===== src/rtl/tx_ramp_pkg.sv =====
// ---------------------------------------------------------------------------
// tx_ramp_pkg
// Shared definitions for the transmit envelope path. The DAC output
// formatter imports TX_DATA_WIDTH from here, so the sample width stays the
// same on both sides of the shaper.
//
// Contents:
//   TX_DATA_WIDTH          signed TX baseband sample width
//   TX_RAMP_BITS_DEFAULT   default log2 of the key-down/key-up ramp length
//   ST_IDLE .. ST_RAMP_DOWN  envelope state encoding
// ---------------------------------------------------------------------------
package tx_ramp_pkg;

    localparam int TX_DATA_WIDTH        = 27;
    localparam int TX_RAMP_BITS_DEFAULT = 10;

    localparam logic [1:0] ST_IDLE      = 2'd0;
    localparam logic [1:0] ST_RAMP_UP   = 2'd1;
    localparam logic [1:0] ST_ON        = 2'd2;
    localparam logic [1:0] ST_RAMP_DOWN = 2'd3;

endpackage


===== src/rtl/tx_ramp_mult.sv =====
// ---------------------------------------------------------------------------
// tx_ramp_mult
// Registered signed-sample x unsigned-gain scaler with a floor (arithmetic)
// right shift by SHIFT bits. With gain = 2^SHIFT the output is bit-exact
// with the input; with gain = 0 it is zero. It is also intended for reuse
// by the TX drive-level scaler.
//
// Ports:
//   clk             clock
//   rst_n           asynchronous active-low reset
//   sample_valid    data_in carries a new sample this cycle
//   force_zero      output zero for this sample regardless of gain
//   data_in         signed input sample, DATA_WIDTH bits
//   gain            unsigned gain, SHIFT+1 bits, 0 .. 2^SHIFT
//   data_out        signed scaled sample, held while sample_valid is low
//   data_out_valid  data_out was updated on the last edge
// ---------------------------------------------------------------------------
module tx_ramp_mult #(
    parameter int DATA_WIDTH = 27,
    parameter int SHIFT      = 10
) (
    input  logic                         clk,
    input  logic                         rst_n,
    input  logic                         sample_valid,
    input  logic                         force_zero,
    input  logic signed [DATA_WIDTH-1:0] data_in,
    input  logic        [SHIFT:0]        gain,
    output logic signed [DATA_WIDTH-1:0] data_out,
    output logic                         data_out_valid
);

    localparam int GAIN_BITS = SHIFT + 1;
    localparam int PROD_W    = DATA_WIDTH + GAIN_BITS;

    logic signed [PROD_W-1:0]     data_ext;
    logic signed [PROD_W-1:0]     gain_ext;
    logic signed [PROD_W-1:0]     product;
    logic signed [PROD_W-1:0]     shifted;
    logic signed [DATA_WIDTH-1:0] scaled;
    logic                         unused_shifted;

    // Both operands are widened to the full product width as signed values;
    // the gain gets zero-extension so it is always non-negative. The product
    // of a 27-bit sample and a gain of at most 2^SHIFT fits without overflow,
    // and after the arithmetic shift the result fits back in DATA_WIDTH bits.
    always_comb begin
        data_ext = {{GAIN_BITS{data_in[DATA_WIDTH-1]}}, data_in};
        gain_ext = {{DATA_WIDTH{1'b0}}, gain};
        product  = data_ext * gain_ext;
        shifted  = product >>> SHIFT;
        scaled   = shifted[DATA_WIDTH-1:0];
    end

    // The upper bits of the shifted product are only sign copies.
    assign unused_shifted = ^shifted[PROD_W-1:DATA_WIDTH];

    // Output register: update only on a valid sample, otherwise hold.
    always_ff @(posedge clk or negedge rst_n) begin
        if (!rst_n) begin
            data_out       <= '0;
            data_out_valid <= 1'b0;
        end else begin
            data_out_valid <= sample_valid;
            if (sample_valid) begin
                data_out <= force_zero ? '0 : scaled;
            end
        end
    end

endmodule


===== src/rtl/tx_ramp_shaper.sv =====
// ---------------------------------------------------------------------------
// tx_ramp_shaper
// Transmit envelope shaper placed just upstream of the DAC output formatter.
// On key-down it ramps the gain linearly from 0 to FULL = 2^RAMP_BITS, on
// key-up it ramps back to 0, one gain step per valid sample, which keeps
// key clicks out of the spectrum. tx_out tells the formatter when to pass
// live data instead of mid-scale.
//
// Ports:
//   clk_in          sample-domain clock
//   reset_n         asynchronous active-low reset
//   tx_req          raw transmit request (key/PTT), synchronous to clk_in
//   data_in         signed TX sample
//   data_valid      data_in carries a new sample this cycle
//   data_out        signed shaped sample, one cycle after data_in
//   data_out_valid  data_out updated this cycle
//   tx_out          gated transmit enable, high while the envelope is active
//   ramp_busy       high while ramping up or down
// ---------------------------------------------------------------------------
module tx_ramp_shaper
    import tx_ramp_pkg::*;
#(
    parameter int DATA_WIDTH = TX_DATA_WIDTH,
    parameter int RAMP_BITS  = TX_RAMP_BITS_DEFAULT
) (
    input  logic                         clk_in,
    input  logic                         reset_n,
    input  logic                         tx_req,
    input  logic signed [DATA_WIDTH-1:0] data_in,
    input  logic                         data_valid,
    output logic signed [DATA_WIDTH-1:0] data_out,
    output logic                         data_out_valid,
    output logic                         tx_out,
    output logic                         ramp_busy
);

    localparam int              GAIN_W = RAMP_BITS + 1;
    localparam logic [GAIN_W-1:0] FULL = {1'b1, {RAMP_BITS{1'b0}}};

    logic [1:0]        state;
    logic [1:0]        state_nxt;
    logic [GAIN_W-1:0] gain;
    logic [GAIN_W-1:0] gain_nxt;

    // Envelope next-state and gain logic. The current sample is always
    // scaled by the pre-edge gain; stepping happens afterwards and only on
    // valid samples, so the ramp stalls with the stream. A reversal of
    // tx_req changes direction while keeping the gain, so the envelope
    // turns around without a step discontinuity.
    always_comb begin
        state_nxt = state;
        gain_nxt  = gain;
        case (state)
            ST_IDLE: begin
                if (tx_req) begin
                    state_nxt = ST_RAMP_UP;
                    gain_nxt  = '0;
                end
            end
            ST_RAMP_UP: begin
                if (!tx_req) begin
                    state_nxt = ST_RAMP_DOWN;
                end else if (data_valid) begin
                    if (gain == FULL) begin
                        state_nxt = ST_ON;
                    end else begin
                        gain_nxt = gain + 1'b1;
                        if (gain_nxt == FULL) begin
                            state_nxt = ST_ON;
                        end
                    end
                end
            end
            ST_ON: begin
                gain_nxt = FULL;
                if (!tx_req) begin
                    state_nxt = ST_RAMP_DOWN;
                end
            end
            ST_RAMP_DOWN: begin
                if (tx_req) begin
                    // Already at full gain there is nothing left to ramp.
                    state_nxt = (gain == FULL) ? ST_ON : ST_RAMP_UP;
                end else if (data_valid) begin
                    if (gain == '0) begin
                        state_nxt = ST_IDLE;
                    end else begin
                        gain_nxt = gain - 1'b1;
                    end
                end
            end
            default: begin
                state_nxt = ST_IDLE;
                gain_nxt  = '0;
            end
        endcase
    end

    // State, gain and the two status flags. tx_out and ramp_busy are taken
    // from the next state so they change on the same edge as the state
    // itself: tx_out rises on the key-down edge and falls on the edge that
    // consumes the final zero-gain sample.
    always_ff @(posedge clk_in or negedge reset_n) begin
        if (!reset_n) begin
            state     <= ST_IDLE;
            gain      <= '0;
            tx_out    <= 1'b0;
            ramp_busy <= 1'b0;
        end else begin
            state     <= state_nxt;
            gain      <= gain_nxt;
            tx_out    <= (state_nxt != ST_IDLE);
            ramp_busy <= (state_nxt == ST_RAMP_UP) || (state_nxt == ST_RAMP_DOWN);
        end
    end

    tx_ramp_mult #(
        .DATA_WIDTH (DATA_WIDTH),
        .SHIFT      (RAMP_BITS)
    ) u_mult (
        .clk            (clk_in),
        .rst_n          (reset_n),
        .sample_valid   (data_valid),
        .force_zero     (state == ST_IDLE),
        .data_in        (data_in),
        .gain           (gain),
        .data_out       (data_out),
        .data_out_valid (data_out_valid)
    );

endmodule


===== config.mk =====
export PLATFORM = sky130hd
export DESIGN_NAME = tx_ramp_shaper
export DESIGN_NICKNAME = d
export VERILOG_FILES = /design/src/rtl/tx_ramp_pkg.sv /design/src/rtl/tx_ramp_mult.sv /design/src/rtl/tx_ramp_shaper.sv
export SDC_FILE = /design/constraint.sdc
export NUM_CORES = 1
export LEC_CHECK = 0
export BUFFER_PORTS_ARGS = -buffer_cell sky130_fd_sc_hd__buf_2
export CORE_AREA = 2 2 167 186
export CTS_BUF_LIST = sky130_fd_sc_hd__clkbuf_16
export DETAILED_ROUTE_END_ITERATION = 6
export DIE_AREA = 0 0 169 188
export GPL_TIMING_DRIVEN = 0
export PLACE_DENSITY = 0.61
export SYNTH_ARGS = -nofsm -noshare
export SYNTH_HDL_FRONTEND = slang
export SYNTH_SLANG_ARGS = --single-unit

===== constraint.sdc =====
create_clock -name clk_in -period 12.86 [get_ports clk_in]
set_clock_uncertainty 0.2 [all_clocks]
set_input_delay 2.572 -clock clk_in [delete_from_list [all_inputs] [get_ports clk_in]]
set_output_delay 2.572 -clock clk_in [all_outputs]
set_load 0.01 [all_outputs]

; ---- After elaboration in Yosys (flattened, before gate mapping)
; Index checks and enable logic that the tools add are counted.
; Widths: inputs -> output; s select.
[totals]
regBits = 43
out_inout_bits = 30
word_cells = 48
[op_classes]
add_sub_neg = 2
multipliers = 1
eq_ne = 14
n_mux = 20
reduce_logical = 5
[ops]
columns = cell, count
row1 = $mux 11, 7
row2 = $pmux 11 s4, 1
row3 = $mul 27x12->37, 1
row4 = $mux 27, 1
row5 = $eq 11x11->1 const B, 2
row6 = $mux 2, 10
row7 = $ne 2x2->1 const B, 7
row8 = $add 11x1->11 const B, 1
row9 = $logic_not 11->1, 1
row10 = $sub 11x1->11 const B, 1
row11 = $pmux 2 s4, 1
row12 = $reduce_and 7->1, 1
row13 = $eq 2x2->1 const B, 3
row14 = $eq 2x1->1 const B, 2
row15 = $logic_not 2->1, 1
row16 = $reduce_bool 2->1, 1
row17 = $logic_or 1x1->1, 1

; ---- Longest topological paths before layout
; Gate-level depths: netlist of the first run.
[depth]
depth_word = 9
mapped_depth = 23
depth_no_buf = 20

; ---- By module
; A second synthesis of the first run with hierarchy kept.
[hier_totals]
cells_unflattened = 1369
hier_area_um2 = 12072.8
[by_module_without_submodules]
columns = mod, n_inst, cells_per_inst, area_each_um2
row1 = tx_ramp_mult, 1, 1204, 10727.8
row2 = tx_ramp_shaper, 1, 165, 1345.0

; ---- Worst setup path before layout of the first run
; No wires, ideal clock.
[synth_path]
kind = input -> register
start = input data_in[19]
end = register u_mult.data_out[23]
setup_ps = 69
t_arrival_ps = 7590
required_time_ps = 12591
slack_ps = 5002
stages = 20
path_buffers = 2
path_cell_list = clkbuf_1 -> nand2_1 -> fa_1 -> inv_1 -> fa_1 -> fa_1 -> fa_1 -> inv_1 -> fa_1 -> inv_1 -> ha_1 -> buf_2 -> a21o_1 -> a21o_1 -> a21o_1 -> nor2_1 -> a311oi_4 -> a311o_2 -> or3_1 -> nand3_1
[synth_between]
elab_chain_cells = 2
[synth_rtl]
columns = element, line_no
row1 = start: declaration, tx_ramp_shaper.sv:29  ; input logic signed [DATA_WIDTH-1:0] data_in,
row2 = $mul 27x12->37, tx_ramp_mult.sv:49  ; product = data_ext * gain_ext;
row3 = $mux 27, tx_ramp_mult.sv:65  ; data_out <= force_zero ? '0 : scaled;
row4 = end signal: assignment, tx_ramp_mult.sv:65
row5 = end: declaration, tx_ramp_mult.sv:28  ; output logic signed [DATA_WIDTH-1:0] data_out,
; No other way between the ends.
; A chain may end at the register's enable or synchronous reset.

; ---- Final worst setup path of the first run
[layout_path]
start = input data_in[10]
end = register u_mult.data_out[16]
; The elaborated chain is that of the path after synthesis.

==> metrics, run 1 <==
run status=finished, final reports clean; EDFF count, synth=0; cells after synthesis=roughly 1400; WS Path Type=in -> reg; instance count on the critical path=20; IO Port Bufs=58; Buf/Inv on CP=5; Fin. Hold Viols=0; post-DR wirelength/cell=17.4 um; critical path launch point type=primary input; slowest stage delay, CP=around 0.59 ns; PostCTS Resize Cnt=0; Routed Antenna Nets=0; Routed WL=~31000 um; Vias=9150; CTS buffer count=5; 1st-iter DRT viols=a little over 500; CP Cell Sequence=buf_2, clkbuf_1, nand2_1, fa_1, fa_1, inv_1, fa_1, fa_1, inv_1, fa_1, inv_1, ha_1, a21oi_1, o21a_1, o211ai_1, o21ai_0, a211oi_2, or2_2, a21o_1, a221o_1; diode count=0; top cells by area, synth=fa_1 (42%), inv_1 (10%), dfrtp_1 (8.9%); layout filler cell count=3056; largest net degree at the start of global routing=43; slew margin rel.=15.3%; FF-to-FF path depth=22; Die Footprint=31800 sq um; Worst-path clk slew=0.06 ns; Syn Nets=around 1700; yosys warns=0; setup_tns=0 ns; Max Freq=119 MHz; Final Critical Period=8.38 ns; Setup Viol. Count Final=0; DR vias/cell=5.10; Placeable Area=30000 sq um; area occupied by multi-input gates=9300 sq um; CP top delay family=adder cells; worst path arrival time=roughly 8.4 ns; RSZ-0062 raised after global routing=no; DRC=0; Nets=1774; maxcap violations=0; detailed placement HPWL=26200 um; CTS root buf=clkbuf_16; FF+latch area=about 1100 sq um; largest area contributor in the netlist=fa_1; # IOs=a little over 60; Seq cells post-synth=42; Area Growth Syn to Fin=7.86%; post-synthesis cell area=11800 sq um; slowest CP cell=o21ai_0; final worst path period share=65.1%; initial antenna violation count=2; routability cong.=0.862; Async SR Flop Fraction=100%; total global-route track usage=between 20% and 30%; Hold Crit Class=reg -> reg; Slew Viols, Final=0; hold path cells=1; cts hold-fix bufs=0; Worst-Skew Late Latency=0.28 ns; total grt overflow=0; TritonCTS clock tree=built; Initial Util=39.4%; die width=169 um; Avg Inst Size Synth=8.76 sq um; Yosys top cell area share=42.5%; postcts setup bufs=0; critical path data required time=12.83 ns; Die H=188 um; synth unique cells=65; top_reg_cell synth=dfrtp_1; Critical Path Most Common Cell=fa_1; commonest non-fill, non-tap cell in the layout=inv_1; total clock sinks=42; register area share after synthesis=8.88%; clk buf depth=2; TritonRoute pass-1 iters=7; CP endpoint kind=flip-flop; vias in the first global route=just under 10000; share of layout cells above drive strength 1=6.29%; first-pass GRT wire length=~51000 um; Max FO, Critical Path=10; most frequent cells in the layout=inv_1 (314), fa_1 (251), nand2_1 (228); H-tree depth=2; Slew @ Worst Pin=1.26 ns; Rows=67
==> cell usage after synthesis, types with 2 or more instances <==
cell	number
a211oi_1	4
a21o_1	15
a31oi_1	8
or4_4	2
o32ai_1	4
nand2_1	228
nor3_1	10
ha_1	77
fa_1	251
nand2b_1	3
buf_2	7
o22ai_1	2
clkbuf_1	64
buf_1	2
a21oi_1	26
nand3_1	7
xnor2_1	20
o21bai_1	3
inv_1	314
o31ai_1	9
a32o_1	2
nand4_1	7
nor3b_1	3
buf_4	3
nor2b_1	5
xor2_1	13
o21ai_1	4
and2_1	101
a221o_1	2
a22o_1	18
o21ai_0	22
dfrtp_1	42
nor2_1	26
and3_1	8
or3_1	3
o21a_1	6
==> logic make-up (layout without fill, tap and decap cells) <==
logic type | Yosys count | count (layout) | synth area share [%]
buf+inv | 390 | 456 | 12.5
simple gates | 411 | 411 | 16.5
xor+xnor | 33 | 33 | 2.44
fa+ha+maj | 328 | 328 | 50.6
flops | 42 | 42 | 8.88
compound gates | 146 | 146 | 9.03
==> stage by stage <==
stage	util [%]	worst slack, ns	area (sq um)	hold WS, ns	cells
after floorplan	-	5.00	11800	0.331	1350
after global placement	42.0	4.22	12600	0.293	1787
after detailed placement	42.0	4.20	12600	0.295	1787
after CTS	42.5	4.49	12800	0.309	1795
after global routing	42.5	4.15	12800	0.330	1795
final	42.5	4.48	12800	0.303	1795
==> cell type report <==
class / count / area share, %
inverters: 314 / 9.24
clock inverters: 3 / 0.314
multi-input cells: 918 / 72.9
flip-flops and latches: 42 / 8.24
repair buffers: 58 / 2.27
plain buffers: 76 / 2.39
well taps: 379 / 3.72
clock buffers: 5 / 0.980
==> layer usage <==
metal | part of all wire [%] | track usage [%] | vias to the layer above
li1 | - | - | 4173
met5 | 0 | 0 | -
met4 | 2.8 | 5.46 | 0
met3 | 4.3 | 2.26 | 60
met1 | 40 | 25.7 | 4682
met2 | 53 | 38.6 | 235
==> path summary, 6_finish.rpt <==
path	end	startpoint	slack [ns]
max	u_mult.data_out[16]	data_in[10]	4.48
min	u_mult.data_out[4]	u_mult.data_out[4]	0.30
max reg2reg	u_mult.data_out[26]	gain[6]	5.58
min reg2reg	u_mult.data_out[4]	u_mult.data_out[4]	0.30
max in group asynchronous	gain[7]	reset_n	9.61
min in group asynchronous	tx_out	reset_n	2.25
==> flip-flops by register name (all words and copies together) (netlist names) <==
name / cells
u_mult.data_out: 27
gain: 11
ramp_busy: 1
state: 1
tx_out: 1
u_mult.data_out_valid: 1
Power of run 1 is not shown: default switching activity piles up to over one toggle a cycle in this logic, so the estimate is an artifact.
==> run 2, diff against run 1 <==
--- a/config.mk
+++ b/config.mk
@@ -11,7 +11,7 @@
 export DETAILED_ROUTE_END_ITERATION = 6
 export DIE_AREA = 0 0 169 188
 export GPL_TIMING_DRIVEN = 0
-export PLACE_DENSITY = 0.61
+export PLACE_DENSITY = 0.63
 export SYNTH_ARGS = -nofsm -noshare
 export SYNTH_HDL_FRONTEND = slang
 export SYNTH_SLANG_ARGS = --single-unit
==> constraint.sdc (replaced) <==
create_clock -name clk_in -period 6.97 [get_ports clk_in]
set_clock_uncertainty 0.2 [all_clocks]
set_input_delay 1.394 -clock clk_in [delete_from_list [all_inputs] [get_ports clk_in]]
set_output_delay 1.394 -clock clk_in [all_outputs]
set_load 0.01 [all_outputs]
==> run 2 against run 1 <==
  * Critical path depth increased by 1
  * Routed wire length decreased by 0.11%
  * Global-route usage decreased by 0.067 points
  * Final cell count decreased by 0.84%
  * Die area unchanged
  * Register-to-register slack got worse by 5.3 ns
  * Largest cell class unchanged
==> metrics, run 2 (same netlist as run 1, synthesis figures left out) <==
slowest stage delay, CP=roughly 0.53 ns; Routed Antenna Nets=0; TritonCTS clock tree=built; instance count on the critical path=21; Worst-path clk slew=approximately 0.070 ns; initial antenna violation count=2; CTS root buf=clkbuf_16; post-DR wirelength/cell=17.5 um; CP top delay family=adder cells; hold path cells=1; met3 WL=~1300 um; CP endpoint kind=flip-flop; CP Cell Sequence=buf_2, clkbuf_2, nand2_1, fa_1, inv_1, fa_1, fa_1, fa_1, inv_1, fa_1, inv_1, ha_1, buf_2, and3_1, nand2_1, nor3_4, o211ai_4, a311oi_4, nor2_2, o311ai_1, o221ai_1; detailed placement HPWL=between 20000 and 30000 um; Max Freq=148 MHz; Top Layer Used=met5; share of layout cells above drive strength 1=7.57%; slowest CP cell=fa_1; first-pass GRT wire length=51200 um; vias in the first global route=about 10000; Vias=9169; H-tree depth=2; diode count=0; Fin. Hold Viols=0; total grt overflow=0; TritonRoute pass-1 iters=5; commonest non-fill, non-tap cell in the layout=inv_1; Hold Crit Class=reg -> reg; WS Path Type=in -> reg; slew margin rel.=approximately a fifth; Die H=188 um; DR vias/cell=approximately 5; 1st-iter DRT viols=514; Initial Util=between 30 and 40%; DRC=0; critical path launch point type=primary input; CTS buffer count=5; met1 wire length=12400 um; Slew @ Worst Pin=1.21 ns; Setup Viol. Count Final=0; critical path data required time=6.92 ns; Buf/Inv on CP=6; Top reg by flops=u_mult.data_out; Final Critical Period=~6.8 ns; final worst path period share=between 90% and 100%; cts hold-fix bufs=0; max reg flops=27; run status=finished, final reports clean; # IOs=61; die width=169 um; routability cong.=approximately 0.91; biggest regs=u_mult.data_out (27), gain (11); Slew Viols, Final=0; Max FO, Critical Path=10; Critical Path Most Common Cell=fa_1; total global-route track usage=20.8%; IO Port Bufs=58; total clock sinks=42; most frequent cells in the layout=inv_1 (314), fa_1 (251), nand2_1 (228); clk buf depth=2; DR WL met2=around 16000 um; Routed WL=slightly above 30000 um; Placeable Area=approximately 30000 sq um; Die Footprint=31800 sq um; Nets=1759; maxcap violations=0; Inst Count DP=1787; setup_tns=0 ns; final std cells w/o fill=1780; Rows=between 60 and 70; Worst-Skew Late Latency=0.29 ns; largest net degree at the start of global routing=43; worst path arrival time=6.73 ns; FF-to-FF path depth=20; RSZ-0062 raised after global routing=no; Area Growth Syn to Fin=7.50%
-- run 2: changes by cell type in the layout (fill, tap and decap cells not counted), sizes merged --
cell / delta
inv: +1
bufinv: -1
clkinvlp: +1
clkinv: -1
buf: +3
clkbuf: -18
-- run 2: per-layer routing --
layer | global-route usage (%) | vias to the layer above
met2 | 38.5 | 215
li1 | - | 4160
met5 | 0 | -
met1 | 25.3 | 4734
met3 | 2.28 | 58
met4 | 6.02 | 2
-- run 2: per-stage QoR --
stage                     setup slack [ns]  hold WS, ns  cell area (sq um)  util (%)
after global placement              -0.421        0.292              12600      42.0
after global routing               0.00280        0.327              12700      42.4
after CTS                           0.0108        0.309              12700      42.4
after detailed placement            -0.455        0.295              12600      42.0
final                                0.191        0.304              12700      42.4
after floorplan                      0.290        0.331              11800         -
-- run 2: final timing paths --
check,startpoint,endpoint,slack (ns)
worst max-delay path,data_in[17],u_mult.data_out[26],0.19
worst min-delay path,u_mult.data_out[4],u_mult.data_out[4],0.30
worst max register to register,gain[3],u_mult.data_out[23],0.25
worst min register to register,u_mult.data_out[4],u_mult.data_out[4],0.30
max in group asynchronous,reset_n,gain[6],4.90
min in group asynchronous,reset_n,u_mult.data_out[8],1.07
-- run 2: what timing repair did --
action | in CTS | in global routing
gates cloned | 0 | 0
resized for setup | 4 | 24
endpoints found under the setup margin | 7 | 10
buffers inserted | 0 | 2
pin swaps | 0 | 2
-- run 2: cell type report --
cell class	count	area (sq um)
fill	3017	17300
clock buffer	5	125
sequential	42	1050
buffer	59	259
inverter	314	1180
timing repair buffer	60	305
tap	379	474
clock inverter	3	25.0
multi-input combinational	918	9300
Power of run 2 is left out for the same reason.
==> run 3, diff against run 2 <==
--- a/config.mk
+++ b/config.mk
@@ -11,7 +11,8 @@
 export DETAILED_ROUTE_END_ITERATION = 6
 export DIE_AREA = 0 0 169 188
 export GPL_TIMING_DRIVEN = 0
-export PLACE_DENSITY = 0.63
+export MAX_ROUTING_LAYER = met4
+export PLACE_DENSITY = 0.56
 export SYNTH_ARGS = -nofsm -noshare
 export SYNTH_HDL_FRONTEND = slang
 export SYNTH_SLANG_ARGS = --single-unit
==> run 3 against run 2 <==
  * Die area unchanged
  * Global-route usage up 1.7 points
  * Critical path type unchanged
  * Critical endpoint is now u_mult.data_out[23]
  * Final area up 0.56%
  * Utilization up 0.24 points
  * Sequential cell count unchanged
  * Critical path depth down 1
  * Count of clock-buffer cells in the layout unchanged
  * Worst hold slack worse by 0.0022 ns
==> metrics, run 3 (same netlist as run 1, synthesis figures left out) <==
total grt overflow=0; run status=finished, final reports clean; 1st-iter DRT viols=between 400 and 500; TritonCTS clock tree=built; routability cong.=0.857; Inst Count DP=approximately 1800; first-pass GRT wire length=53400 um; Worst-Skew Late Latency=0.29 ns; Fin. Hold Viols=0; maxcap violations=0; DR vias/cell=5.11; Critical Path Most Common Cell=fa_1; most frequent cells in the layout=inv_1 (314), fa_1 (251), nand2_1 (228); Slew @ Worst Pin=1.36 ns; WS Path Type=in -> reg; Die Footprint=~32000 sq um; slowest CP cell=fa_1; commonest non-fill, non-tap cell in the layout=inv_1; final worst path period share=a little over nine tenths; layout filler cell count=around 3100; Worst R2R Setup Slack=between 0.3 and 0.4 ns; CP endpoint kind=flip-flop; reg-to-reg endpoint=u_mult.data_out[23]; detailed placement HPWL=27000 um; Final Critical Period=~6.8 ns; Area Growth Syn to Fin=8.10%; total clock sinks=42; # IOs=61; Worst-path clk slew=0.06 ns; slew margin rel.=8.29%; Placeable Area=roughly 30000 sq um; CTS root buf=clkbuf_16; CTS buffer count=5; Setup Viol. Count Final=0; total global-route track usage=22.5%; Hold Crit Class=reg -> reg; critical path data required time=6.99 ns; Rows=67; Top reg by flops=u_mult.data_out; instance count on the critical path=20; Vias=just over 9000; IO Port Bufs=a little under 60; Final WS setup=0.197 ns; worst hold margin=between 0.3 and 0.4 ns; DRC=0; TritonRoute pass-1 iters=5; CP top delay family=adder cells; H-tree depth=2; critical path launch point type=primary input; Buf/Inv on CP=5; post-DR wirelength/cell=18.1 um; clk buf depth=2; Critical Path Start=data_in[15]; diode count=0; Routed WL=32200 um; Final Core Density=42.6%; Routed Antenna Nets=0; FF-to-FF path depth=22; cts hold-fix bufs=0; largest net degree at the start of global routing=43; worst path arrival time=a little under 7 ns; Die H=188 um; Max Freq=148 MHz; vias in the first global route=10243; Slew Viols, Final=0; Post-Place Setup Slack=-0.561 ns; share of layout cells above drive strength 1=7.72%; Initial Util=approximately 39%; Max FO, Critical Path=10; Reg2Reg Launch Point=gain[4]; slowest stage delay, CP=0.58 ns; biggest regs=u_mult.data_out (27), gain (11); worst setup path endpoint=u_mult.data_out[23]; CP Cell Sequence=buf_2, buf_2, nand2_1, fa_1, inv_1, fa_1, fa_1, fa_1, inv_1, fa_1, inv_1, ha_1, a21oi_2, o21bai_1, a21oi_2, a2bb2oi_4, a311oi_4, a311o_2, or3_1, nand3_1; final std cells w/o fill=1778; max reg flops=27; initial antenna violation count=0; die width=169 um; Nets=1757
-- run 3: cell types whose count changed in the layout (fill, tap and decap cells not counted), sizes merged --
cell and delta:
clkdlybuf4s15 +1, buf -2, clkinvlp -1, clkbuf -1, inv -1, bufinv +2
-- run 3: cell type report --
type	count	area [sq um]	share of cell area, %
Clock inverter	3	68.8	0.538
Buffer	59	283	2.21
Inverter	314	1180	9.21
Tap cell	379	474	3.71
Sequential cell	42	1050	8.22
Multi-Input combinational cell	918	9320	72.9
Clock buffer	5	125	0.978
Timing Repair Buffer	58	290	2.27
-- run 3: through the flow --
step                TNS [ns]  cell area, sq um
floorplan                  0             11800
global route        -0.00181             12800
CTS                        0             12800
detailed placement     -5.25             12600
global placement       -4.60             12600
finish                     0             12800
-- run 3: what timing repair did --
action,CTS,global route
setup buffers,0,0
gates resized for setup,11,35
cloned,0,0
endpoints found under the hold margin,0,0
setup endpoints to repair,11,12
pin swaps,0,5
-- run 3: worst min-delay path by stage --
| stage | from | end | slack (ns) | cells after the start |
|---|---|---|---|---|
| after floorplan | u_mult.data_out[18] | u_mult.data_out[18] | 0.33 | 1 |
| after global placement | u_mult.data_out[4] | u_mult.data_out[4] | 0.29 | 1 |
| after detailed placement | u_mult.data_out[24] | u_mult.data_out[24] | 0.30 | 1 |
| after CTS | u_mult.data_out[24] | u_mult.data_out[24] | 0.31 | 1 |
| after global routing | u_mult.data_out[24] | u_mult.data_out[24] | 0.32 | 1 |
| final | u_mult.data_out[24] | u_mult.data_out[24] | 0.30 | 1 |
-- run 3: worst register-to-register path, delay by kind of cell, from the launching register on --
kind	cells	cell delay, ns
AOI/OAI and AO/OA	5	1.16
adders and majority gates	6	2.80
buffers and inverters	7	1.32
DFF	1	0.32
and+or+nand+nor	4	0.78
-- run 3: routing by layer --
metal,routed length [um],GRT usage (%)
met5,0,-
met4,1060,6.67
met3,1070,2.49
met2,17500,41.9
met1,12600,25.2
Power of run 3 is left out for the same reason.
